### src/rtl/posit_mul_arbiter_pkg.sv
// Shared posit types and arbiter definitions: operand/product containers,
// default sizing, arbiter state encoding and the in-flight tag record.
package posit_mul_arbiter_pkg;

    typedef logic [15:0] value;
    typedef logic [31:0] value_product;

    localparam int NREQ_DEF    = 4;
    localparam int MUL_LAT_DEF = 4;
    // Wide enough for the largest supported requester count (8).
    localparam int ID_W        = 3;

    typedef enum logic [1:0] {
        RUN   = 2'd0,
        DRAIN = 2'd1,
        HALT  = 2'd2
    } arb_state_e;

    typedef struct packed {
        logic            valid;
        logic [ID_W-1:0] id;
    } tag_t;

endpackage

### src/rtl/posit_mul_arbiter_if.sv
// Bundle of request, multiplier and result signals shared by the arbiter
// (slave side) and whatever drives it (master side).
interface posit_mul_arbiter_if import posit_mul_arbiter_pkg::*; #(
    parameter int NREQ = NREQ_DEF
) ();
    logic [NREQ-1:0] req_valid;
    logic [NREQ-1:0] req_ready;
    value [NREQ-1:0] req_a;
    value [NREQ-1:0] req_b;
    logic            mul_valid_o;
    value            mul_a;
    value            mul_b;
    logic            mul_valid_i;
    value_product    mul_result;
    logic [NREQ-1:0] res_valid;
    value_product    res_data;
    logic            flush;
    logic            idle;
    logic            err;

    modport slave (
        input  req_valid, req_a, req_b, mul_valid_i, mul_result, flush,
        output req_ready, mul_valid_o, mul_a, mul_b, res_valid, res_data, idle, err
    );

    modport master (
        output req_valid, req_a, req_b, mul_valid_i, mul_result, flush,
        input  req_ready, mul_valid_o, mul_a, mul_b, res_valid, res_data, idle, err
    );
endinterface

### src/rtl/posit_mul_arbiter_rr_arbiter.sv
// Combinational round-robin pick: the first valid requester found searching
// circularly from rr_ptr+1, reported both one-hot and as an index.
module rr_arbiter #(
    parameter int NREQ = 4
) (
    input  logic [NREQ-1:0]         req_valid,
    input  logic [$clog2(NREQ)-1:0] rr_ptr,
    output logic [NREQ-1:0]         grant,
    output logic [$clog2(NREQ)-1:0] grant_idx,
    output logic                    grant_any
);
    localparam int PTR_W = $clog2(NREQ);

    int               cand;
    logic [PTR_W-1:0] cand_idx;

    always_comb begin
        grant     = '0;
        grant_idx = rr_ptr;
        grant_any = 1'b0;
        cand      = 0;
        cand_idx  = '0;
        for (int k = 1; k <= NREQ; k++) begin
            cand     = (int'(rr_ptr) + k) % NREQ;
            cand_idx = PTR_W'(cand);
            if (!grant_any && req_valid[cand_idx]) begin
                grant_any = 1'b1;
                grant_idx = cand_idx;
            end
        end
        grant[grant_idx] = grant_any;
    end
endmodule

### src/rtl/posit_mul_arbiter.sv
// Round-robin share of one fixed-latency posit multiplier among NREQ requesters,
// with tag-based result routing and flush/drain. POSIT_ARB_PERF_EN adds perf counters.
module posit_mul_arbiter import posit_mul_arbiter_pkg::*; #(
    parameter int NREQ    = NREQ_DEF,
    parameter int MUL_LAT = MUL_LAT_DEF
) (
    input  logic                clk,
    input  logic                rst_n,
    posit_mul_arbiter_if.slave  bus
`ifdef POSIT_ARB_PERF_EN
    ,
    output logic [31:0]         perf_grants,
    output logic [31:0]         perf_stalls
`endif
);
    localparam int PTR_W = $clog2(NREQ);

    arb_state_e       state;
    logic [PTR_W-1:0] rr_ptr;
    logic [PTR_W-1:0] grant_idx;
    logic [NREQ-1:0]  grant;
    logic [NREQ-1:0]  ready;
    logic             grant_any;
    logic             accept;

    logic             mul_valid_q;
    value             mul_a_q;
    value             mul_b_q;
    logic [ID_W-1:0]  issue_id;

    tag_t             pipe [MUL_LAT];
    tag_t             last;
    logic             pipe_busy;

    logic [NREQ-1:0]  res_valid_q;
    value_product     res_data_q;
    logic             err_q;

    rr_arbiter #(.NREQ(NREQ)) u_rr (
        .req_valid (bus.req_valid),
        .rr_ptr    (rr_ptr),
        .grant     (grant),
        .grant_idx (grant_idx),
        .grant_any (grant_any)
    );

    // A same-cycle flush wins over the grant; nothing is offered while in reset.
    assign ready  = (rst_n && state == RUN && !bus.flush) ? grant : '0;
    assign accept = grant_any && (ready != '0);
    assign last   = pipe[MUL_LAT-1];

    always_comb begin
        pipe_busy = 1'b0;
        for (int k = 0; k < MUL_LAT; k++) begin
            pipe_busy = pipe_busy | pipe[k].valid;
        end
    end

    always_ff @(posedge clk or negedge rst_n) begin
        if (!rst_n) begin
            state  <= RUN;
            rr_ptr <= PTR_W'(NREQ - 1);
        end else begin
            if (accept) begin
                rr_ptr <= grant_idx;
            end
            case (state)
                RUN:     if (bus.flush) state <= DRAIN;
                DRAIN:   if (!pipe_busy && !mul_valid_q) state <= HALT;
                HALT:    if (!bus.flush) state <= RUN;
                default: state <= RUN;
            endcase
        end
    end

    always_ff @(posedge clk or negedge rst_n) begin
        if (!rst_n) begin
            mul_valid_q <= 1'b0;
            mul_a_q     <= '0;
            mul_b_q     <= '0;
            issue_id    <= '0;
        end else begin
            mul_valid_q <= accept;
            if (accept) begin
                mul_a_q  <= bus.req_a[grant_idx];
                mul_b_q  <= bus.req_b[grant_idx];
                issue_id <= ID_W'(grant_idx);
            end
        end
    end

    // Tag stages mirror the multiplier's latency so the last stage lines up with mul_valid_i.
    always_ff @(posedge clk or negedge rst_n) begin
        if (!rst_n) begin
            for (int k = 0; k < MUL_LAT; k++) begin
                pipe[k] <= '0;
            end
        end else begin
            pipe[0] <= '{valid: mul_valid_q, id: issue_id};
            for (int k = 1; k < MUL_LAT; k++) begin
                pipe[k] <= pipe[k-1];
            end
        end
    end

    always_ff @(posedge clk or negedge rst_n) begin
        if (!rst_n) begin
            res_valid_q <= '0;
            res_data_q  <= '0;
            err_q       <= 1'b0;
        end else begin
            res_valid_q <= '0;
            if (bus.mul_valid_i && last.valid) begin
                res_valid_q <= NREQ'(1) << last.id;
                res_data_q  <= bus.mul_result;
            end
            if (bus.mul_valid_i != last.valid) begin
                err_q <= 1'b1;
            end
        end
    end

`ifdef POSIT_ARB_PERF_EN
    always_ff @(posedge clk or negedge rst_n) begin
        if (!rst_n) begin
            perf_grants <= '0;
            perf_stalls <= '0;
        end else begin
            if (accept && perf_grants != '1) begin
                perf_grants <= perf_grants + 32'd1;
            end
            if ((bus.req_valid != '0) && !accept && perf_stalls != '1) begin
                perf_stalls <= perf_stalls + 32'd1;
            end
        end
    end
`endif

    assign bus.req_ready   = ready;
    assign bus.mul_valid_o = mul_valid_q;
    assign bus.mul_a       = mul_a_q;
    assign bus.mul_b       = mul_b_q;
    assign bus.res_valid   = res_valid_q;
    assign bus.res_data    = res_data_q;
    assign bus.err         = err_q;
    assign bus.idle        = (state == HALT) ||
                             (!pipe_busy && !mul_valid_q && res_valid_q == '0 && bus.req_valid == '0);
endmodule

### src/flat_wrapper.sv
// flat-port wrapper written by rule: the top's interface ports become plain ports
module posit_mul_arbiter_flat import posit_mul_arbiter_pkg::*;
#(
    parameter int NREQ    = NREQ_DEF,
    parameter int MUL_LAT = MUL_LAT_DEF
)
  (clk, rst_n, bus_req_valid, bus_req_a, bus_req_b, bus_mul_valid_i, bus_mul_result, bus_flush, bus_req_ready, bus_mul_valid_o, bus_mul_a, bus_mul_b, bus_res_valid, bus_res_data, bus_idle, bus_err);
  posit_mul_arbiter_if #(.NREQ(NREQ)) bus_i ();
  input  logic clk;
  input  logic rst_n;
  input wire logic [$bits(bus_i.req_valid)-1:0] bus_req_valid;
  input wire logic [$bits(bus_i.req_a)-1:0] bus_req_a;
  input wire logic [$bits(bus_i.req_b)-1:0] bus_req_b;
  input wire logic [$bits(bus_i.mul_valid_i)-1:0] bus_mul_valid_i;
  input wire logic [$bits(bus_i.mul_result)-1:0] bus_mul_result;
  input wire logic [$bits(bus_i.flush)-1:0] bus_flush;
  output wire logic [$bits(bus_i.req_ready)-1:0] bus_req_ready;
  output wire logic [$bits(bus_i.mul_valid_o)-1:0] bus_mul_valid_o;
  output wire logic [$bits(bus_i.mul_a)-1:0] bus_mul_a;
  output wire logic [$bits(bus_i.mul_b)-1:0] bus_mul_b;
  output wire logic [$bits(bus_i.res_valid)-1:0] bus_res_valid;
  output wire logic [$bits(bus_i.res_data)-1:0] bus_res_data;
  output wire logic [$bits(bus_i.idle)-1:0] bus_idle;
  output wire logic [$bits(bus_i.err)-1:0] bus_err;
  assign bus_i.req_valid = bus_req_valid;
  assign bus_i.req_a = bus_req_a;
  assign bus_i.req_b = bus_req_b;
  assign bus_i.mul_valid_i = bus_mul_valid_i;
  assign bus_i.mul_result = bus_mul_result;
  assign bus_i.flush = bus_flush;
  assign bus_req_ready = bus_i.req_ready;
  assign bus_mul_valid_o = bus_i.mul_valid_o;
  assign bus_mul_a = bus_i.mul_a;
  assign bus_mul_b = bus_i.mul_b;
  assign bus_res_valid = bus_i.res_valid;
  assign bus_res_data = bus_i.res_data;
  assign bus_idle = bus_i.idle;
  assign bus_err = bus_i.err;
  posit_mul_arbiter #(.NREQ(NREQ), .MUL_LAT(MUL_LAT)) u_core (.clk(clk), .rst_n(rst_n), .bus(bus_i));
endmodule
### config.mk
export PLATFORM = sky130hd
export DESIGN_NAME = posit_mul_arbiter_flat
export DESIGN_NICKNAME = d
export VERILOG_FILES = /design/src/rtl/posit_mul_arbiter_pkg.sv /design/src/rtl/posit_mul_arbiter_if.sv /design/src/rtl/posit_mul_arbiter_rr_arbiter.sv /design/src/rtl/posit_mul_arbiter.sv /design/src/flat_wrapper.sv
export SDC_FILE = /design/constraint.sdc
export NUM_CORES = 1
export LEC_CHECK = 0
export ABC_AREA = 1
export CAP_MARGIN = 25
export CORE_UTILIZATION = 40
export CTS_BUF_LIST = sky130_fd_sc_hd__clkbuf_8
export CTS_CLUSTER_SIZE = 8
export DETAILED_ROUTE_END_ITERATION = 8
export PLACE_DENSITY = 0.84
export SYNTH_ARGS = -nofsm -noshare
export SYNTH_HDL_FRONTEND = slang
export SYNTH_SLANG_ARGS = --single-unit
### constraint.sdc
create_clock -name clk -period 7.6 [get_ports clk]
set_input_delay 2.28 -clock clk [delete_from_list [all_inputs] [get_ports clk]]
set_output_delay 2.28 -clock clk [all_outputs]
set_load 0.01 [all_outputs]
# Word-level counts from Yosys, hierarchy flattened
# Index checks and enable logic that the tools add are counted.
[op_classes]
add_sub_neg = 4
magnitude_cmp = 6
n_eq_ne = 6
shifts = 1
n_mux = 28
bitwise = 4
reduce_logical = 23
[op_table]
columns = ["op", "count"]
rows = [
  ["binary-select mux 16 bit (select 2 bit)", 2],
  ["two-way mux 16 bit", 2],
  ["< comparator 2 x 3 -> 1 bit (second input constant)", 5],
  ["two-way mux 2 bit", 7],
  ["logical AND 1 bit", 11],
  ["two-way mux 1 bit", 9],
  ["binary-select mux 1 bit (select 2 bit)", 4],
  ["logical NOT 4 bit", 2],
  ["two-way mux 4 bit", 2],
  ["logical NOT 1 bit", 6],
  ["case mux 2 bit (3 select lines)", 1],
  ["adder 2 x 1 -> 2 bit (second input constant)", 2],
  ["adder 2 bit (second input constant)", 2],
  ["AND 4 bit", 1],
  ["inequality test 2 bit (second input constant)", 2],
  ["nonzero test 4 bit", 1],
  ["<< shifter 1 x 2 -> 4 bit (first input constant)", 1],
  ["bitwise OR 1 bit", 3],
  ["AND reduction 3 bit", 1],
  ["demux 1 bit (select 2 bit)", 1],
  ["equality test 2 x 1 -> 1 bit (second input constant)", 1],
  ["equality test 2 bit (second input constant)", 1],
  [">= comparator 2 x 1 -> 1 bit (second input constant)", 1],
  ["logical NOT 2 bit", 1],
  ["3 further kinds", 3],
]
[word_totals]
ff_bits = 88
output_inout_bits = 75
word_cells = 89

# Depth between registers and ports, before layout
# Gate-level depths: netlist of the first run.
[depth]
depth_word = 21
ltp_mapped = 17

# Hierarchy
# From an unflattened synthesis of the first run, not the netlist that was laid out.
[hier_totals]
hier_cells = 704
hier_area_um2 = 4994.8
[by_module_without_submodules]
columns = ["mod", "instances", "cells_each", "area_per_inst_um2"]
rows = [
  ["posit_mul_arbiter", 1, 629, 4603.2],
  ["rr_arbiter", 1, 75, 391.6],
]

# Worst setup path after synthesis of the first run
# No wires, ideal clock.
[synth_timing]
path_type = "input to output"
startpoint = "input bus_req_valid[0]"
endpoint = "output bus_req_ready[3]"
arrival_time_ns = 3.443
t_required_ns = 5.320
slack_ns = 1.877
cell_stages = 11
n_path_buf = 2
path_cell_list = "nand2_1 > nand2_1 > nand2_2 > nand2_4 > inv_2 > nand3_4 > nand2_4 > buf_12 > buf_6 > nand2_2 > nor3_1"
[synth_via]
elab_chain_cells = 18
elab_cells_between_ends = 29
[synth_lines]
columns = ["item", "line_no", "text"]
rows = [
  ["from (decl)", "flat_wrapper.sv:11", "input wire logic [$bits(bus_i.req_valid)-1:0] bus_req_valid;"],
  ["binary-select mux 1 bit (select 2 bit)", "posit_mul_arbiter_rr_arbiter.sv:26", "if (!grant_any && req_valid[cand_idx]) begin"],
  ["two-way mux 1 bit (not written as such)", "posit_mul_arbiter_rr_arbiter.sv:26", ""],
  ["two-way mux 1 bit", "posit_mul_arbiter_rr_arbiter.sv:26", ""],
  ["logical NOT 1 bit", "posit_mul_arbiter_rr_arbiter.sv:26", ""],
  ["logical AND 1 bit", "posit_mul_arbiter_rr_arbiter.sv:26", ""],
  ["two-way mux 1 bit", "posit_mul_arbiter_rr_arbiter.sv:26", ""],
  ["logical NOT 1 bit", "posit_mul_arbiter_rr_arbiter.sv:26", ""],
  ["logical AND 1 bit", "posit_mul_arbiter_rr_arbiter.sv:26", ""],
  ["[... 2 more ...]", "--", ""],
  ["logical AND 1 bit", "posit_mul_arbiter_rr_arbiter.sv:26", ""],
  ["two-way mux 2 bit", "posit_mul_arbiter_rr_arbiter.sv:26", ""],
  ["< comparator 2 x 3 -> 1 bit (not written as such) or >= comparator 2 x 1 -> 1 bit (tied branches)", "posit_mul_arbiter_rr_arbiter.sv:31", "grant[grant_idx] = grant_any;"],
  ["logical AND 1 bit (not written as such)", "posit_mul_arbiter_rr_arbiter.sv:31", ""],
  ["two-way mux 1 bit (not written as such)", "posit_mul_arbiter_rr_arbiter.sv:31", ""],
  ["demux 1 bit (select 2 bit)", "posit_mul_arbiter_rr_arbiter.sv:31", ""],
  ["AND 4 bit (no line) *", "--", ""],
  ["two-way mux 4 bit *", "posit_mul_arbiter.sv:48", "assign ready = (rst_n && state == RUN && !bus.flush) ? grant : '0;"],
  ["to (decl)", "flat_wrapper.sv:17", "output wire logic [$bits(bus_i.req_ready)-1:0] bus_req_ready;"],
]
# Mark *: on every way between the ends. The rest lies on a longest branch, timed or not. The select of a mux whose other input is x is not followed.

# Worst setup path in the final report of the first run
[layout_timing]
startpoint = "input bus_req_valid[2]"
endpoint = "output bus_req_ready[1]"
# The elaborated chain is that of the path after synthesis.

==> results.json, run 1 <==
{
  "crit_chain": "clkdlybuf4s50_1 > nand2_1 > nand2_1 > nand2_2 > nand2_4 > inv_2 > nand3_4 > nand3_2 > nand2_4 > nand2_1 > nor2_1 > clkdlybuf4s50_1",
  "ir_drop_mv": 0.4073,
  "criticalPathCategory": "in -> out",
  "clock_path_buffers": 2,
  "cts_hold_buf": 0,
  "start_util": 0.4166,
  "postCtsSetupRepairBufs": 0,
  "synth_area_per_cell_um2": 7.133,
  "drtIter0Drc": 321,
  "ys_seq_area_frac": 0.4143,
  "maxCapViolCount": 0,
  "leakage_nw": 4.093,
  "cts_buffers": 9,
  "period_share": 0.9067,
  "endpoint": "bus_req_ready[1]",
  "worst_slew_pin_slew_ns": 0.9797,
  "drt-total-wl_um": 15590,
  "root_buffer": "clkbuf_8",
  "cpPeakStageDelay_ns": 0.56,
  "grt_max_degree": 65,
  "drt-wirelength-per-cell_um": 13.71,
  "clk_pin_slew_ns": 0.09,
  "required_ns": 5.32,
  "synthTopCellsByCount": "nand2_1 (329), nand3_1 (138), dfrtp_1 (86)",
  "synth.most_common_cell": "nand2_1",
  "dp_hpwl_um": 11250,
  "synth-edff-count": 0,
  "num_rows": 41,
  "ant_nets": 0,
  "io_buffers": 242,
  "drtPass1Iterations": 4,
  "power_per_cell_area_nw_per_um2": 421.6,
  "status": "finished clean",
  "grt_pass1_wl_um": 25720,
  "drc": 0,
  "vias": 5553,
  "coreArea_um2": 12770,
  "drive_gt1_frac": 0.07772,
  "critPathSlowestCell": "clkdlybuf4s50_1",
  "pin_count": 243,
  "synth_top_area_frac": 0.4044,
  "fin_util": 0.6165,
  "worstSetupEndpointType": "output port",
  "timing.rr.end": "u_core.bus.mul_b[15]",
  "relSlewSlack": 0.3428,
  "crit_cells": 12,
  "ys_top_cells_by_area": "dfrtp_1 (40%), nand2_1 (23%), nand3_1 (13%)",
  "reg2reg_depth": 14,
  "vias_per_cell": 4.884,
  "yosys_warnings": 0,
  "gp_congestion": 0.8119,
  "ys_seq_elements": 88,
  "clock-sinks": 88,
  "rsz0062_at_grt": "no",
  "synth_nets": 915,
  "worstHoldPathType": "reg -> reg",
  "die-area_um2": 13770,
  "cts_tree": "yes",
  "ys_async_sr_fraction": 1.000,
  "p_sw_mw": 1.643,
  "startpoint": "bus_req_valid[2]",
  "synth_top_cell_by_area": "dfrtp_1",
  "path_common_cell": "nand2_1",
  "drv_slew": 0,
  "critical_path_peak_fanout": 35,
  "critPathTopFamily": "simple AND/OR/NAND/NOR gates",
  "pwr-share-comb": 0.674,
  "fin_nets": 1129,
  "finalSetupTns_ns": 0,
  "p_seq_frac": 0.237,
  "max_freq_mhz": 145.1,
  "finalSetupViolations": 0,
  "syn_inst": 746,
  "htree_levels": 3,
  "chipWidth_um": 117.3,
  "grt_usage": 0.2315,
  "num_antenna_cells": 0,
  "period_minus_slack_ns": 6.891,
  "switching_share": 0.4948,
  "fill_cells": 1160,
  "finalHoldViolations": 0,
  "worstSkewPairLatency_ns": 0.35,
  "synthFlopType": "dfrtp_1",
  "antenna_found_initial": 0,
  "crit_path_start_kind": "input port",
  "reg2reg_slack_ns": 4.59,
  "grt_overflow": 0,
  "p_int_mw": 1.677,
  "grt_pass1_vias": 5297,
  "cts_resized": 0,
  "crit_arrival_ns": 4.61,
  "synthToLayoutAreaGrowth_pct": 47.99,
  "path_buf_inv": 3,
  "die-height_um": 117.3,
  "fin_skew_ns": 0.01391,
  "yosysUniqueCellTypes": 27,
  "r2r_start": "u_core.rr_ptr[0]",
  "synth_area_um2": 5321,
  "pwr-share-clk": 0.089
}
[worst min path at each step]
| stage | startpoint | slack [ns] | depth (start not counted) | to |
|---|---|---|---|---|
| final | u_core.pipe[13] | 0.35 | 0 | u_core.pipe[9] |
| after global routing | u_core.pipe[8] | 0.37 | 0 | u_core.pipe[4] |
| after CTS | u_core.pipe[13] | 0.36 | 0 | u_core.pipe[9] |
| after detailed placement | u_core.pipe[13] | 0.34 | 0 | u_core.pipe[9] |
| after global placement | u_core.pipe[5] | 0.33 | 0 | u_core.last[1] |
| after floorplan | u_core.pipe[4] | 0.33 | 0 | u_core.last[0] |
[layout by cell type, fill, tap and decap left out]
cell	count
clkinv_4	2
or2_2	1
nand3_1	138
nand2_2	4
nand3_4	2
nand2_4	4
dfrtp_1	86
inv_1	73
nor2_4	1
clkinv_1	1
o21bai_1	1
nor3_1	6
clkbuf_8	9
or4_1	1
clkdlybuf4s50_1	241
o21ai_0	2
clkinvlp_4	2
nor2_1	7
o32ai_1	1
nand3_2	32
ha_1	1
dfstp_2	2
buf_8	1
inv_6	1
nand4_1	2
inv_8	1
inv_2	4
nand2_1	329
o31ai_1	1
buf_4	9
[registers in the layout, summed over array words and instances (netlist names)]
signal,count
u_core.last,3
u_core.bus.mul_valid_o,1
u_core.bus.res_data,32
u_core.bus.mul_a,16
u_core.issue_id,2
u_core.pipe,9
u_core.state,2
u_core.bus.res_valid,4
u_core.bus.err,1
u_core.rr_ptr,2
u_core.bus.mul_b,16
[per-stage QoR]
step                      area, um2  hold slack (ns)  setup slack, ns  instances  power, mW
after global placement         7680           0.3314           0.7985       1120      3.008
after detailed placement       7695           0.3372           0.7102       1121      3.046
final                          7875           0.3510           0.7087       1137      3.320
after floorplan                5321           0.3312            1.877        746      2.444
after global routing           7875           0.3684           0.5715       1137      3.661
after CTS                      7875           0.3589           0.7001       1137      3.350
[power groups by stage]
stage	combinational, mW	sequential, mW	clock, mW
5_1_grt	2.52	0.816	0.325
6_report	2.24	0.787	0.296
3_3_place_gp	2.22	0.788	0
4_1_cts	2.26	0.788	0.306
3_5_place_dp	2.25	0.795	0
2_1_floorplan	1.59	0.851	0
[cells by family after synthesis]
kind of cell / synth area share
AOI/OAI and AO/OA: 0.006350
adders and majority gates: 0.002351
buffers and inverters: 0.1190
DFF: 0.4143
and+or+nand+nor: 0.4580
[routing by layer]
metal  track usage  up-vias  wire [um]
met4       0.09578        0        427
met1        0.2754     2537       6432
met5             0        -          0
met2        0.3964      233       7490
li1              -     2751          -
met3       0.05788       32       1238
[area by class of cell]
type                       instances  area (um2)  area share
tap                              172       215.2     0.02733
sequential                        88        2205      0.2799
multi-input combinational        533        2491      0.3163
clock buffer                       9       123.9     0.01573
timing repair buffer             251        2495      0.3168
clock inverter                     7       56.30    0.007150
inverter                          77       289.0     0.03670
Note: power is estimated with default switching activity, not from simulation.
==> run 2, diff against run 1 <==
Settings changed: CORE_MARGIN from default to 2.
==> results.json, run 2 (synthesis gave the netlist of run 1 again) <==
{
  "grt_pass1_vias": 4958,
  "crit_path_start_kind": "input port",
  "finalHoldViolations": 0,
  "drtIter0Drc": 327,
  "drt-total-wl_um": 15200,
  "criticalPathCategory": "in -> out",
  "leakage_nw": 4.110,
  "final_cell_mix": "nand2_1 (329), clkdlybuf4s50_1 (241), nand3_1 (138)",
  "dp_hpwl_um": 10890,
  "power_per_cell_area_nw_per_um2": 426.3,
  "coreArea_um2": 13140,
  "clock_path_buffers": 2,
  "clk_pin_slew_ns": 0.09,
  "path_common_cell": "nand2_1",
  "grt_pass1_wl_um": 24170,
  "finalSetupTns_ns": 0,
  "cts_tree": "yes",
  "num_rows": 42,
  "cts_resized": 0,
  "layout_commonest_cell": "nand2_1",
  "grt_usage": 0.2094,
  "worstSetupEndpointType": "output port",
  "grt_overflow": 0,
  "die-area_um2": 14240,
  "num_antenna_cells": 0,
  "max_freq_mhz": 151.8,
  "synthToLayoutAreaGrowth_pct": 48.34,
  "critPathSlowestCell": "clkdlybuf4s50_1",
  "pin_count": 243,
  "status": "finished clean",
  "clock-sinks": 88,
  "fin_skew_ns": 0.004943,
  "ant_nets": 0,
  "rsz0062_at_grt": "no",
  "relSlewSlack": 0.3439,
  "period_minus_slack_ns": 6.589,
  "vias": 5448,
  "vias_per_cell": 4.775,
  "chipWidth_um": 119.3,
  "largest_reg_flops": 32,
  "finalSetupViolations": 0,
  "root_buffer": "clkbuf_8",
  "worstSkewPairLatency_ns": 0.35,
  "worst_slew_pin_slew_ns": 0.9781,
  "fill_cells": 1196,
  "io_buffers": 242,
  "cpPeakStageDelay_ns": 0.56,
  "drc": 0,
  "maxCapViolCount": 0,
  "period_share": 0.8670,
  "die-height_um": 119.3,
  "crit_chain": "clkdlybuf4s50_1 > nand2_1 > nand2_1 > nand2_1 > nand2_2 > nand3_4 > nand3_2 > nand2_4 > inv_2 > nand2_1 > nor2_1 > clkdlybuf4s50_1",
  "required_ns": 5.32,
  "worstHoldPathType": "reg -> reg",
  "cts_buffers": 9,
  "crit_arrival_ns": 4.31,
  "ir_drop_mv": 0.5331,
  "drt-wirelength-per-cell_um": 13.32,
  "cts_hold_buf": 0,
  "grt_max_degree": 65,
  "start_util": 0.4050,
  "postCtsSetupRepairBufs": 0,
  "htree_levels": 3,
  "antenna_found_initial": 0,
  "gp_congestion": 0.8106,
  "drive_gt1_frac": 0.07876,
  "drv_slew": 0,
  "drtPass1Iterations": 4,
  "fin_util": 0.6009,
  "critical_path_peak_fanout": 4,
  "fin_nets": 1129
}
## run 2: cell count changes in the layout (fill, tap and decap cells not counted)
cell,change
inv_6,+4
clkinv_4,-2
clkinvlp_4,-2
buf_4,+1
buf_8,-1
bufinv_16,+1
inv_1,-1
nand3_2,+1
nand3_4,-1
## run 2: through the flow
stage                     total power [mW]  cell area, um2  std cells  setup WS, ns  hold WS, ns
after floorplan                      2.444            5321        746         1.877       0.3312
after global placement               3.017            7685       1125         1.081       0.3321
after detailed placement             3.043            7685       1125         1.038       0.3347
after CTS                            3.392            7894       1141         1.031       0.3559
after global routing                 3.681            7894       1141        0.8790       0.3589
final                                3.365            7894       1141         1.011       0.3550
## run 2: worst paths after layout
path                             startpoint                      end  slack [ns]  depth (start not counted)
max reg2reg                u_core.rr_ptr[0]     u_core.bus.mul_a[12]        4.81                         15
max in group asynchronous             rst_n   u_core.bus.res_data[3]        4.70                          2
min reg2reg                 u_core.pipe[12]           u_core.pipe[8]        0.36                          0
max                        bus_req_valid[2]         bus_req_ready[2]        1.01                         12
min in group asynchronous             rst_n  u_core.bus.res_data[30]        1.88                          1
min                         u_core.pipe[12]           u_core.pipe[8]        0.36                          0
## run 2: report_power, final
group / total, mW / internal [mW] / switching (mW) / leakage (nW)
Combinational: 2.24 / 0.891 / 1.35 / 2.89
Sequential: 0.784 / 0.670 / 0.114 / 1.11
Clock: 0.342 / 0.160 / 0.182 / 0.108
## run 2: layout make-up
cell class	instances	area, um2	share of cell area
multi-input combinational	533	2484	0.3146
clock inverter	7	85.08	0.01078
sequential	88	2205	0.2793
inverter	77	289.0	0.03661
tap	176	220.2	0.02790
clock buffer	9	123.9	0.01569
timing repair buffer	251	2487	0.3151
## run 2: worst max-delay path: cells and delay by family
family                 cells  cell delay, ns
buffers and inverters      3            1.14
AND/OR/NAND/NOR            9            0.88
## run 2: metal layers
metal / global-route usage / vias to the layer above / wire [um] / share of wire
met3: 0.05508 / 24 / 1426 / 0.094
met4: 0.07794 / 0 / 339 / 0.022
met2: 0.3391 / 253 / 6967 / 0.46
met5: 0 / - / 0 / 0
met1: 0.2693 / 2415 / 6467 / 0.43
li1: - / 2756 / - / -
